`src/rtl/alu_pkg.sv`:
```
// Shared definitions for the shared-ALU front-end: opcodes, FSM encoding, defaults.
package alu_pkg;

    localparam int DEFAULT_NUM_REQ = 4;

    localparam logic [2:0] OP_ADD = 3'b000;
    localparam logic [2:0] OP_SUB = 3'b001;
    localparam logic [2:0] OP_AND = 3'b010;
    localparam logic [2:0] OP_OR  = 3'b011;
    localparam logic [2:0] OP_XOR = 3'b100;
    localparam logic [2:0] OP_NOT = 3'b101;
    localparam logic [2:0] OP_SHL = 3'b110;
    localparam logic [2:0] OP_SHR = 3'b111;

    typedef enum logic [1:0] {
        ST_IDLE = 2'd0,
        ST_EXEC = 2'd1,
        ST_RESP = 2'd2
    } state_t;

endpackage

```
`src/rtl/alu_4bit.sv`:
```
// Combinational 4-bit ALU; carry carries add carry-out, borrow, or the shifted-out bit.
module alu_4bit
    import alu_pkg::*;
(
    input  logic [3:0] a,
    input  logic [3:0] b,
    input  logic [2:0] op,
    output logic [3:0] result,
    output logic       carry,
    output logic       zero
);

    logic [4:0] sum5;
    logic [4:0] diff5;

    assign sum5  = {1'b0, a} + {1'b0, b};
    assign diff5 = {1'b0, a} - {1'b0, b};

    always_comb begin
        result = 4'd0;
        carry  = 1'b0;
        case (op)
            OP_ADD: {carry, result} = sum5;
            OP_SUB: {carry, result} = diff5;
            OP_AND: result = a & b;
            OP_OR:  result = a | b;
            OP_XOR: result = a ^ b;
            OP_NOT: result = ~a;
            OP_SHL: begin result = {a[2:0], 1'b0}; carry = a[3]; end
            OP_SHR: begin result = {1'b0, a[3:1]}; carry = a[0]; end
            default: ;
        endcase
    end

    assign zero = (result == 4'd0);

endmodule

```
`src/rtl/alu_rr_arbiter.sv`:
```
// Round-robin arbiter: combinational one-hot grant searching from the pointer upward,
// pointer advances past the winner only when a grant is taken.
module alu_rr_arbiter #(
    parameter int N    = 4,
    parameter int ID_W = 2
) (
    input  logic            clk,
    input  logic            rst,
    input  logic [N-1:0]    req,
    input  logic            en,
    output logic [N-1:0]    grant,
    output logic [ID_W-1:0] gnt_id,
    output logic            any
);

    logic [ID_W-1:0] ptr;

    always_comb begin
        int              s;
        logic [ID_W-1:0] idx;
        grant  = '0;
        gnt_id = '0;
        any    = 1'b0;
        s      = 0;
        idx    = '0;
        for (int k = 0; k < N; k++) begin
            s = int'(ptr) + k;
            if (s >= N) s = s - N;
            idx = ID_W'(s);
            if (!any && req[idx]) begin
                any        = 1'b1;
                grant[idx] = 1'b1;
                gnt_id     = idx;
            end
        end
    end

    always_ff @(posedge clk or posedge rst) begin
        if (rst) begin
            ptr <= '0;
        end else if (en && any) begin
            ptr <= (int'(gnt_id) == N - 1) ? '0 : gnt_id + 1'b1;
        end
    end

endmodule

```
`src/rtl/alu_share_ctrl.sv`:
```
// Shares one 4-bit ALU among NUM_REQ requesters: round-robin accept, execute, tagged response.
// Optional completed-operation counter enabled by defining ALU_SHARE_STATS_EN.
module alu_share_ctrl
    import alu_pkg::*;
#(
    parameter int NUM_REQ = DEFAULT_NUM_REQ,
    parameter int ID_W    = 2
) (
    input  logic                 clk,
    input  logic                 rst,
    input  logic [NUM_REQ-1:0]   req_valid,
    output logic [NUM_REQ-1:0]   req_ready,
    input  logic [4*NUM_REQ-1:0] req_a,
    input  logic [4*NUM_REQ-1:0] req_b,
    input  logic [3*NUM_REQ-1:0] req_op,
    output logic                 rsp_valid,
    input  logic                 rsp_ready,
    output logic [ID_W-1:0]      rsp_id,
    output logic [3:0]           rsp_result,
    output logic                 rsp_carry,
    output logic                 rsp_zero,
    output logic                 busy,
    output logic [15:0]          op_count
);

    state_t              state;
    logic [NUM_REQ-1:0]  grant;
    logic [ID_W-1:0]     gnt_id;
    logic                any_req;
    logic                idle;

    logic [3:0]          a_p0;
    logic [3:0]          b_p0;
    logic [2:0]          op_p0;
    logic [ID_W-1:0]     id_p0;

    logic [3:0]          alu_result;
    logic                alu_carry;
    logic                alu_zero;

    assign idle = (state == ST_IDLE);

    alu_rr_arbiter #(.N(NUM_REQ), .ID_W(ID_W)) u_arb (
        .clk    (clk),
        .rst    (rst),
        .req    (req_valid),
        .en     (idle),
        .grant  (grant),
        .gnt_id (gnt_id),
        .any    (any_req)
    );

    // Grant is only visible while idle and out of reset, so nothing is offered mid-operation.
    assign req_ready = (idle && !rst) ? grant : '0;

    // Stage p0: latch the granted requester's payload on accept
    always_ff @(posedge clk) begin
        if (idle && any_req) begin
            a_p0  <= req_a[4*gnt_id +: 4];
            b_p0  <= req_b[4*gnt_id +: 4];
            op_p0 <= req_op[3*gnt_id +: 3];
            id_p0 <= gnt_id;
        end
    end

    alu_4bit u_alu (
        .a      (a_p0),
        .b      (b_p0),
        .op     (op_p0),
        .result (alu_result),
        .carry  (alu_carry),
        .zero   (alu_zero)
    );

    // Stage p1: register ALU outputs and hold the response until it is taken
    always_ff @(posedge clk or posedge rst) begin
        if (rst) begin
            state      <= ST_IDLE;
            busy       <= 1'b0;
            rsp_valid  <= 1'b0;
            rsp_id     <= '0;
            rsp_result <= 4'd0;
            rsp_carry  <= 1'b0;
            rsp_zero   <= 1'b0;
        end else begin
            case (state)
                ST_IDLE: begin
                    if (any_req) begin
                        state <= ST_EXEC;
                        busy  <= 1'b1;
                    end
                end
                ST_EXEC: begin
                    rsp_result <= alu_result;
                    rsp_carry  <= alu_carry;
                    rsp_zero   <= alu_zero;
                    rsp_id     <= id_p0;
                    rsp_valid  <= 1'b1;
                    state      <= ST_RESP;
                end
                ST_RESP: begin
                    if (rsp_ready) begin
                        rsp_valid <= 1'b0;
                        busy      <= 1'b0;
                        state     <= ST_IDLE;
                    end
                end
                default: begin
                    state <= ST_IDLE;
                    busy  <= 1'b0;
                end
            endcase
        end
    end

`ifdef ALU_SHARE_STATS_EN
    function automatic logic [15:0] sat_inc(input logic [15:0] v);
        return (v == 16'hFFFF) ? v : v + 16'd1;
    endfunction

    logic [15:0] op_cnt;

    always_ff @(posedge clk or posedge rst) begin
        if (rst) begin
            op_cnt <= 16'd0;
        end else if (rsp_valid && rsp_ready) begin
            op_cnt <= sat_inc(op_cnt);
        end
    end

    assign op_count = op_cnt;
`else
    assign op_count = 16'd0;
`endif

endmodule
```
`config.mk`:
```
export PLATFORM = sky130hd
export DESIGN_NAME = alu_share_ctrl
export DESIGN_NICKNAME = d
export VERILOG_FILES = /design/src/rtl/alu_pkg.sv /design/src/rtl/alu_4bit.sv /design/src/rtl/alu_rr_arbiter.sv /design/src/rtl/alu_share_ctrl.sv
export SDC_FILE = /design/constraint.sdc
export NUM_CORES = 1
export LEC_CHECK = 0
export BUFFER_PORTS_ARGS = -buffer_cell sky130_fd_sc_hd__buf_4
export CORE_MARGIN = 5
export CORE_UTILIZATION = 40
export CTS_CLUSTER_DIAMETER = 200
export DETAILED_ROUTE_END_ITERATION = 8
export GPL_ROUTABILITY_DRIVEN = 0
export PLACE_DENSITY_LB_ADDON = 0.08
export SYNTH_ARGS = -nofsm -noshare
export SYNTH_HDL_FRONTEND = slang
export SYNTH_SLANG_ARGS = --single-unit
```
`constraint.sdc`:
```
create_clock -name clk -period 4.11 [get_ports clk]
set_clock_uncertainty 0.05 [all_clocks]
set_input_delay 0.6165 -clock clk [delete_from_list [all_inputs] [get_ports clk]]
set_output_delay 0.6165 -clock clk [all_outputs]
set_load 0.1 [all_outputs]
```
==> flow_summary.toml, run 1 <==
[synth]
syn_area_per_cell_um2 = 10.1
synth_async_sr_flop_share_pct = 51.9
synth_adder_area_share_pct = 12.3
synth-xor-area-share_pct = 0.370
yosysSeqAreaShare_pct = 31.3
synthMuxAreaShare_pct = 15.2
yosys.area.top_type_share_pct = 16.5
synth_largest_area_cell = "edfxtp_1"
yosys.area_share.simple_pct = 11.5
synthFlopType = "dfrtp_1"
synth_compound_area_share_pct = 19.0
synth_cells = 234
ys_types = 55
ys_ff_latch = 27
synth-warning-count = 0
synth_edf_count = 13
synth.area.top_cells = "edfxtp_1 16%, dfrtp_1 15%, ha_1 11%"
syn_area_mm2 = 0.00237
synth_top_family_by_area = "compound AO/OA/AOI/OAI gates"

[timing]
hold_violations = 0
setup_tns_ns = 0
layout_min_cycle_time_ns = 3.81
slew_headroom_pct = 53.0
setup_viol = 0
post-route-period-util_pct = 92.7
fmax_mhz = 262
rsz0062_at_grt = "no"
tightest_slew_ns = 0.698
maxSlewViolCount = 0

[route]
dr.pass1.iters = 4
ant_nets = 0
vias = 1928
vias_per_cell = 5.20
wl_mm = 5.24
drcViolationCount = 0
wl_per_cell_um = 14.1
drt-initial-drc-count = 69

[die]
rows = 28
io_pins = 81
initial_core_util_pct = 40.5
die_y_um = 87.0
die_x_um = 87.0
die_area_mm2 = 0.00756
core_mm2 = 0.00585

[layout]
fill_cells = 542
area_growth_pct = 23.2
layout.nets = 370
layout_commonest_cell = "buf_4"
final_cell_mix = "67 x buf_4, 22 x nand2_1, 20 x inv_1, 20 x ha_1, 18 x nor2_1"
num_antenna_cells = 0
drive_above_1_share_pct = 32.4

[cts]
cts_hold_buffers = 0
cts_sinks = 27
tritoncts.num_buffers = 3
cts_resized = 0
cts_tree = "built"
cts_buffer_depth = 2
cts-root-buf = "clkbuf_8"
clkTransAtPathRegs_ns = 0.09
htree_levels = 1
clk_latency_ns = 0.27
postCtsSetupBuffers = 0

[worst_setup_path]
cp_max_fo = 11
r2r-end = "a_p0[1]$_DFFE_PP_"
cp.arrival_ns = 3.14
critical_path_class = "reg -> out"
end_kind = "output port"
critPathLaunch = "u_arb.ptr[1]$_DFFE_PP0P_"
rr_worst_depth = 8
critPathRequiredTime_ns = 3.44
r2r-start = "u_arb.ptr[1]$_DFFE_PP0P_"
critPathLaunchType = "flip-flop"
reg2reg_slack_ns = 0.73

[global_route]
antenna_found_initial = 0
track_usage_pct = 13.9
grt_pass1_wl_mm = 8.59
grt_pass1_vias = 1900
grt_max_degree = 19
grt.overflow.total = 0

[status]
status = "finished clean"

[placed_design]
dpl.hpwl_mm = 4.17
io_buffers = 64

[hold_path]
min_path_type = "in -> async"

[job]
max-cap-violations = 0
flip-flops by register name, summed over array words and instances, names as in the netlist, 2 cells and up:
name / count
op_p0: 3
a_p0: 4
rsp_id: 2
rsp_result: 4
id_p0: 2
state: 2
u_arb.ptr: 2
b_p0: 4
cell families (layout without fill, tap and decap cells):
family	after synthesis	count (layout)
AOI/OAI and AO/OA	61	61
and+or+nand+nor	59	59
buffers and inverters	44	91
DFF	27	27
adders and majority gates	22	22
muxes	19	19
other	1	16
xor gates and xnor gates	1	1
cell usage after synthesis (all sizes together) (2+ instances only):
master,n
a211oi,4
a21o,2
a21oi,13
a221o,4
a22oi,2
a31oi,2
a32o,2
buf,18
clkbuf,6
dfrtp,14
edfxtp,13
fa,2
ha,20
inv,20
mux2,6
mux4,12
nand2,22
nand4,2
nor2,18
nor2b,2
nor3,5
o21ai,16
o21bai,2
o31ai,2
or3,2
worst max-delay path: stages, from the launching register on:
cell,delay (ns)
dfrtp_1,0.59
inv_1,0.17
ha_1,0.43
mux4_2,0.62
a211oi_4,0.33
a221o_1,0.19
o21ai_0,0.10
a21oi_2,0.14
buf_4,0.30
layer usage:
metal,vias to the layer above,GRT usage (%),routed length (um),share of wire [%]
met5,-,0,0,0
met1,917,19.5,2420,46
met3,6,2.55,280,5.3
li1,957,-,-,-
met4,0,3.82,80,1.5
met2,48,21.9,2460,47
area by class of cell:
| class | count | area [um^2] | share of cell area, % |
|---|---|---|---|
| tap | 75 | 93.8 | 3.21 |
| sequential | 27 | 741 | 25.4 |
| clock inverter | 1 | 5.00 | 0.171 |
| clock buffer | 3 | 41.3 | 1.41 |
| timing repair buffer | 67 | 503 | 17.2 |
| inverter | 20 | 75.1 | 2.57 |
| multi-input combinational | 178 | 1460 | 50.0 |
metrics by stage:
stage	std cells	area, um^2	hold WS [ns]	setup slack [ns]	utilization, %
after floorplan	249	2440	0.405	0.421	-
after global routing	371	2920	0.388	0.0703	49.9
after global placement	367	2870	0.409	0.716	49.1
after CTS	371	2920	0.370	0.311	49.9
final	371	2920	0.346	0.299	49.9
after detailed placement	367	2870	0.416	0.639	49.1
how the worst max path moves through the flow:
| stage | to |
|---|---|
| 5_1_grt | req_ready[1] |
| 2_1_floorplan | req_ready[0] |
| 3_5_place_dp | req_ready[1] |
| 6_report | req_ready[1] |
| 3_3_place_gp | req_ready[1] |
| 4_1_cts | req_ready[1] |
Power of run 1 is left out: the tool's default activity adds up to more than one toggle a clock period on the data nets, which glitch-free logic cannot reach.
==> inputs of run 2 (changes only) <==
--- a/config.mk
+++ b/config.mk
@@ -5,6 +5,7 @@
 export SDC_FILE = /design/constraint.sdc
 export NUM_CORES = 1
 export LEC_CHECK = 0
+export ABC_AREA = 1
 export BUFFER_PORTS_ARGS = -buffer_cell sky130_fd_sc_hd__buf_4
 export CORE_MARGIN = 5
 export CORE_UTILIZATION = 40
@@ -14,4 +15,5 @@
 export PLACE_DENSITY_LB_ADDON = 0.08
 export SYNTH_ARGS = -nofsm -noshare
 export SYNTH_HDL_FRONTEND = slang
+export SYNTH_HIERARCHICAL = 1
 export SYNTH_SLANG_ARGS = --single-unit
==> run 2 against run 1 <==
Core utilization decreased by 2.4 points. First-iteration DRC count increased by 39%. Sequential cell count did not move. Synthesized cell count grew 68%. Register-to-register slack better by 0.46 ns. Largest cell class unchanged. Highest routed layer unchanged.
==> flow_summary.toml, run 2 <==
[status]
status = "finished clean"

[hold_path]
min_path_type = "in -> async"

[worst_setup_path]
end_kind = "output port"
cp_max_fo = 10
cp.arrival_ns = 2.64
critPathRequiredTime_ns = 3.44
critPathLaunchType = "flip-flop"
critical_path_class = "reg -> out"

[layout]
area_growth_pct = 17.3
top_regs = "a_p0: 4 flops, b_p0: 4 flops, rsp_result: 4 flops"
multiInputGateArea_mm2 = 0.00155
ff_latch_area_um2 = 741
fill_cells = 703
drive_above_1_share_pct = 22.9
layout_commonest_cell = "nand2_1"
num_antenna_cells = 0
final_cell_mix = "105 x nand2_1, 64 x inv_1, 64 x buf_4"
layout.nets = 521

[timing]
maxSlewViolCount = 0
post-route-period-util_pct = 80.4
setup_viol = 0
rsz0062_at_grt = "no"
slew_headroom_pct = 49.2
fmax_mhz = 303
tightest_slew_ns = 0.760
setup_tns_ns = 0
hold_violations = 0
layout_min_cycle_time_ns = 3.30

[synth]
synth_largest_area_cell = "nand2_1"
ys_types = 38
synth.area.top_cells = "nand2_1 14%, edfxtp_1 14%, dfrtp_1 13%"
synth_async_sr_flop_share_pct = 51.9
syn_area_per_cell_um2 = 6.93
synth-warning-count = 6
yosys.area.top_type_share_pct = 14.5
syn_area_mm2 = 0.00272
yosysSeqAreaShare_pct = 27.2
yosysMostFrequentCell = "nand2_1"
synth_cells = 393
ys_ff_latch = 27
synthTopCellsByCount = "105 x nand2_1, 64 x inv_1, 27 x nor2_1"
synthFlopType = "dfrtp_1"
synth_edf_count = 13

[cts]
clkTransAtPathRegs_ns = 0.11
cts_buffer_depth = 2
htree_levels = 1
clk_latency_ns = 0.28
tritoncts.num_buffers = 3
cts_tree = "built"
postCtsSetupBuffers = 0
cts-root-buf = "clkbuf_8"
cts_hold_buffers = 0
cts_resized = 0
cts_sinks = 27

[global_route]
grt_pass1_wl_mm = 10.5
busiest_layer = "met2"
grt_max_degree = 47
grt.overflow.total = 0
antenna_found_initial = 0
use_met2_pct = 22.3
use_met1_pct = 21.1
grt_pass1_vias = 2386
track_usage_pct = 14.6
grtUsageMet3_pct = 2.60

[route]
vias_per_cell = 4.71
drcViolationCount = 0
dr.pass1.iters = 4
wl_mm = 6.24
wl_per_cell_um = 11.8
vias = 2494
drt-initial-drc-count = 96
ant_nets = 0

[die]
io_pins = 81
die_area_mm2 = 0.00856
core_mm2 = 0.00672
die_y_um = 92.5
rows = 30
die_x_um = 92.5
initial_core_util_pct = 40.5

[job]
max-cap-violations = 0

[placed_design]
dpl.hpwl_mm = 5.15
io_buffers = 64
==> run 2: cell count changes in the layout (fill, tap and decap cells not counted), sizes merged, moves of 4 or more <==
cell / previous run / this run
nand2: 22 / 117
o21ai: 16 / 20
nand3: 1 / 26
mux2: 6 / 0
nand4: 2 / 7
inv: 20 / 73
a211oi: 4 / 0
a221o: 4 / 0
mux4: 12 / 0
o211ai: 0 / 11
nor2: 18 / 31
a21oi: 13 / 21
==> run 2: per-stage QoR <==
step | utilization [%] | cells | hold slack, ns | instance area, um^2 | worst slack (ns)
floorplan | - | 408 | 0.308 | 2780 | 0.452
global placement | 46.8 | 526 | 0.384 | 3140 | 1.23
detailed placement | 46.8 | 526 | 0.393 | 3140 | 1.13
CTS | 47.5 | 530 | 0.137 | 3190 | 0.791
global route | 47.5 | 530 | 0.136 | 3190 | 0.562
finish | 47.5 | 530 | 0.142 | 3190 | 0.806
==> run 2: area by class of cell <==
cell class,instances,share of cell area [%]
clock buffers,3,1.29
well taps,80,3.13
clock inverters,1,0.274
inverters,72,8.62
multi-input cells,283,48.4
repair buffers,64,15.0
flip-flops and latches,27,23.2
==> run 2: kinds of logic (layout without fill, tap and decap cells) <==
group	count (synthesis)	after routing	share of synthesized area, %
buffers and inverters	98	140	18.1
other	1	16	0.138
flip-flops	27	27	27.2
AO/OA/AOI/OAI	59	59	12.9
adder cells (fa/ha/maj)	19	19	9.28
AND/OR/NAND/NOR	189	189	32.4
==> run 2: path summary, 6_finish.rpt <==
path | start | to | slack, ns | cells after the start
min in group clk | id_p0[0]$_DFFE_PP_ | rsp_id[0]$_DFFE_PP0P_ | 0.42 | 2
max reg2reg | flip-flop | b_p0[2]$_DFFE_PP_ | 1.19 | 12
min reg2reg | id_p0[0]$_DFFE_PP_ | rsp_id[0]$_DFFE_PP0P_ | 0.42 | 2
max in group asynchronous | rst | rsp_carry$_DFFE_PP0P_ | 3.38 | 2
min | rst | asynchronous set/reset pin | 0.14 | 2
max | flip-flop | req_ready[0] | 0.81 | 12
==> run 2: routing by layer <==
metal	part of all wire, %	routed length, um
met1	51	3150
met2	43	2670
met3	5.8	360
met4	0.95	59
met5	0	0
==> run 2: critical path, stage by stage (launching register included) <==
cell and delay, ns:
dfrtp_1 0.53, inv_4 0.12, ha_1 0.36, inv_1 0.18, nand3_1 0.15, o21ai_4 0.10, nand3_2 0.13, inv_2 0.09
nand2_1 0.07, o221ai_1 0.17, inv_1 0.06, nor2_1 0.10, buf_4 0.29
Power of run 2 is left out for the same reason.
==> inputs of run 3 (changes only) <==
--- a/config.mk
+++ b/config.mk
@@ -5,7 +5,7 @@
 export SDC_FILE = /design/constraint.sdc
 export NUM_CORES = 1
 export LEC_CHECK = 0
-export ABC_AREA = 1
+export ABC_AREA = 0
 export BUFFER_PORTS_ARGS = -buffer_cell sky130_fd_sc_hd__buf_4
 export CORE_MARGIN = 5
 export CORE_UTILIZATION = 40
==> constraint.sdc (replaced) <==
create_clock -name clk -period 3.1 [get_ports clk]
set_clock_uncertainty 0.05 [all_clocks]
set_input_delay 0.465 -clock clk [delete_from_list [all_inputs] [get_ports clk]]
set_output_delay 0.465 -clock clk [all_outputs]
set_load 0.1 [all_outputs]
==> run 3 against run 2 <==
Register-to-register slack lost 0.97 ns. Die area shrank 7.7%. Setup slack lost 0.65 ns. Critical path depth shrank 4. Cell area shrank 5.3%.
==> flow_summary.toml, run 3 <==
[layout]
num_antenna_cells = 0
drive_above_1_share_pct = 37.6
area_growth_pct = 21.5
layout_commonest_cell = "buf_4"
layout.nets = 353
top_regs = "a_p0: 4 flops, b_p0: 4 flops, rsp_result: 4 flops"
final_util_pct = 50.5
final_cell_mix = "65 x buf_4, 18 x inv_1, 16 x conb_1, 16 x ha_1, 15 x mux4_2"

[synth]
synth.area.top_cells = "edfxtp_1 16%, dfrtp_1 14%, mux4_2 14%"
ys_ff_latch = 27
synth_edf_count = 13
synth-warning-count = 6
synthFlopType = "dfrtp_1"
yosysSeqAreaShare_pct = 29.8
ys_types = 56
syn_area_mm2 = 0.00249
syn_area_per_cell_um2 = 11.3
synth_largest_area_cell = "edfxtp_1"
yosysMostFrequentCell = "inv_1"
synth_async_sr_flop_share_pct = 51.9
synth_cells = 220
yosys.area.top_type_share_pct = 15.7
synthTopCellsByCount = "18 x inv_1, 17 x buf_4, 17 x ha_1"

[route]
wl_mm = 5.33
ant_nets = 0
dr.pass1.iters = 4
wl_per_cell_um = 14.9
drt-initial-drc-count = 108
drcViolationCount = 0
vias = 1873
vias_per_cell = 5.25

[worst_setup_path]
cp.arrival_ns = 2.43
critPathRequiredTime_ns = 2.58
end_kind = "output port"
critical_path_class = "reg -> out"
max_stage_delay_ns = 0.43
rr_worst_depth = 8
r2r-end = "a_p0[2]$_DFFE_PP_"
path_cells = "inv_1 > ha_2 > mux4_2 > nor2b_4 > a22oi_1 > o21ai_0 > and2_1 > buf_6"
critical_path.top_delay_family = "multiplexers"
setup.worst_path.end = "req_ready[1]"
cp_max_fo = 8
critPathLaunchType = "flip-flop"
reg2reg_slack_ns = 0.22
crit_cells = 8
worst_path_max_delay_cell = "mux4_2"
path_buf_inv = 2

[die]
core_mm2 = 0.00599
die_area_mm2 = 0.00790
die_x_um = 88.9
initial_core_util_pct = 41.5
die_y_um = 88.9
rows = 28
io_pins = 81

[timing]
setup_viol = 0
slew_headroom_pct = 61.5
timing.hold.ws_ns = 0.0148
hold_violations = 0
fmax_mhz = 340
layout_min_cycle_time_ns = 2.94
maxSlewViolCount = 0
tightest_slew_ns = 0.578
setup_tns_ns = 0
post-route-period-util_pct = 94.9

[cts]
cts_tree = "built"
clk_latency_ns = 0.27
htree_levels = 1
cts_buffer_depth = 2
cts-root-buf = "clkbuf_8"
clkTransAtPathRegs_ns = 0.09
cts_sinks = 27
tritoncts.num_buffers = 3

[global_route]
grt_max_degree = 15
track_usage_pct = 14.3
grt_pass1_wl_mm = 9.03
antenna_found_initial = 0
grt.overflow.total = 0
grt_pass1_vias = 1938

[placed_design]
io_buffers = 64
dpl.hpwl_mm = 4.31

[job]
max-cap-violations = 0

[status]
status = "finished clean"

[hold_path]
min_path_type = "in -> async"
## run 3: metrics by stage
step	cell area (um^2)	instances	worst slack (ns)
CTS	3000	356	0.0890
global placement	2950	352	0.383
global route	3020	357	-0.00777
detailed placement	2950	352	0.334
finish	3020	357	0.157
floorplan	2540	235	0.0145
## run 3: how the worst min path moves through the flow
| stage | cells after the start | startpoint | to | slack, ns |
|---|---|---|---|---|
| 2_1_floorplan | 1 | rst | asynchronous set/reset pin | 0.16 |
| 3_5_place_dp | 2 | rst | asynchronous set/reset pin | 0.31 |
| 5_1_grt | 2 | rst | asynchronous set/reset pin | 0.007 |
| 3_3_place_gp | 2 | rst | asynchronous set/reset pin | 0.31 |
| 4_1_cts | 2 | rst | u_arb/ptr[1]$_DFFE_PP0P_ | 0.009 |
| 6_report | 2 | rst | asynchronous set/reset pin | 0.01 |
## run 3: area by class of cell
type | instances | area [um^2]
tap | 75 | 93.8
fill | 560 | 2970
inverter | 19 | 71.3
clock buffer | 4 | 45.0
timing repair buffer | 68 | 522
sequential | 27 | 741
multi-input combinational | 164 | 1550
## run 3: logic make-up (layout without fill, tap and decap cells)
| kind of cell | after synthesis | in the layout | synth area share [%] |
|---|---|---|---|
| AO/OA/AOI/OAI | 53 | 53 | 16.0 |
| AND/OR/NAND/NOR | 44 | 44 | 10.8 |
| buffers and inverters | 44 | 91 | 10.6 |
| multiplexers | 28 | 28 | 21.1 |
| flip-flops | 27 | 27 | 29.8 |
| adder cells (fa/ha/maj) | 19 | 19 | 10.2 |
| XOR/XNOR | 4 | 4 | 1.41 |
| other | 1 | 16 | 0.151 |
## run 3: metal layers
layer  track usage (%)  up-vias  wire, um
met3              1.96        4       348
met2              21.9       84      2430
li1                  -      909         -
met1              21.1      876      2490
met4              3.71        0        71
met5                 0        -         0
## run 3: worst register-to-register path, cell delays in order, from the launching register on
cell and delay, ns:
dfrtp_1 0.39, inv_1 0.13, ha_2 0.33, mux4_2 0.43
buf_4 0.19, nor3_1 0.21, and3b_1 0.24, or2_2 0.29
mux4_2 0.35
## run 3: timing repair
action | CTS | global route
setup buffers | 0 | 1
endpoints found under the setup margin | 0 | 4
gates resized for setup | 0 | 5
hold buffers | 0 | 0
Power of run 3 is left out for the same reason.
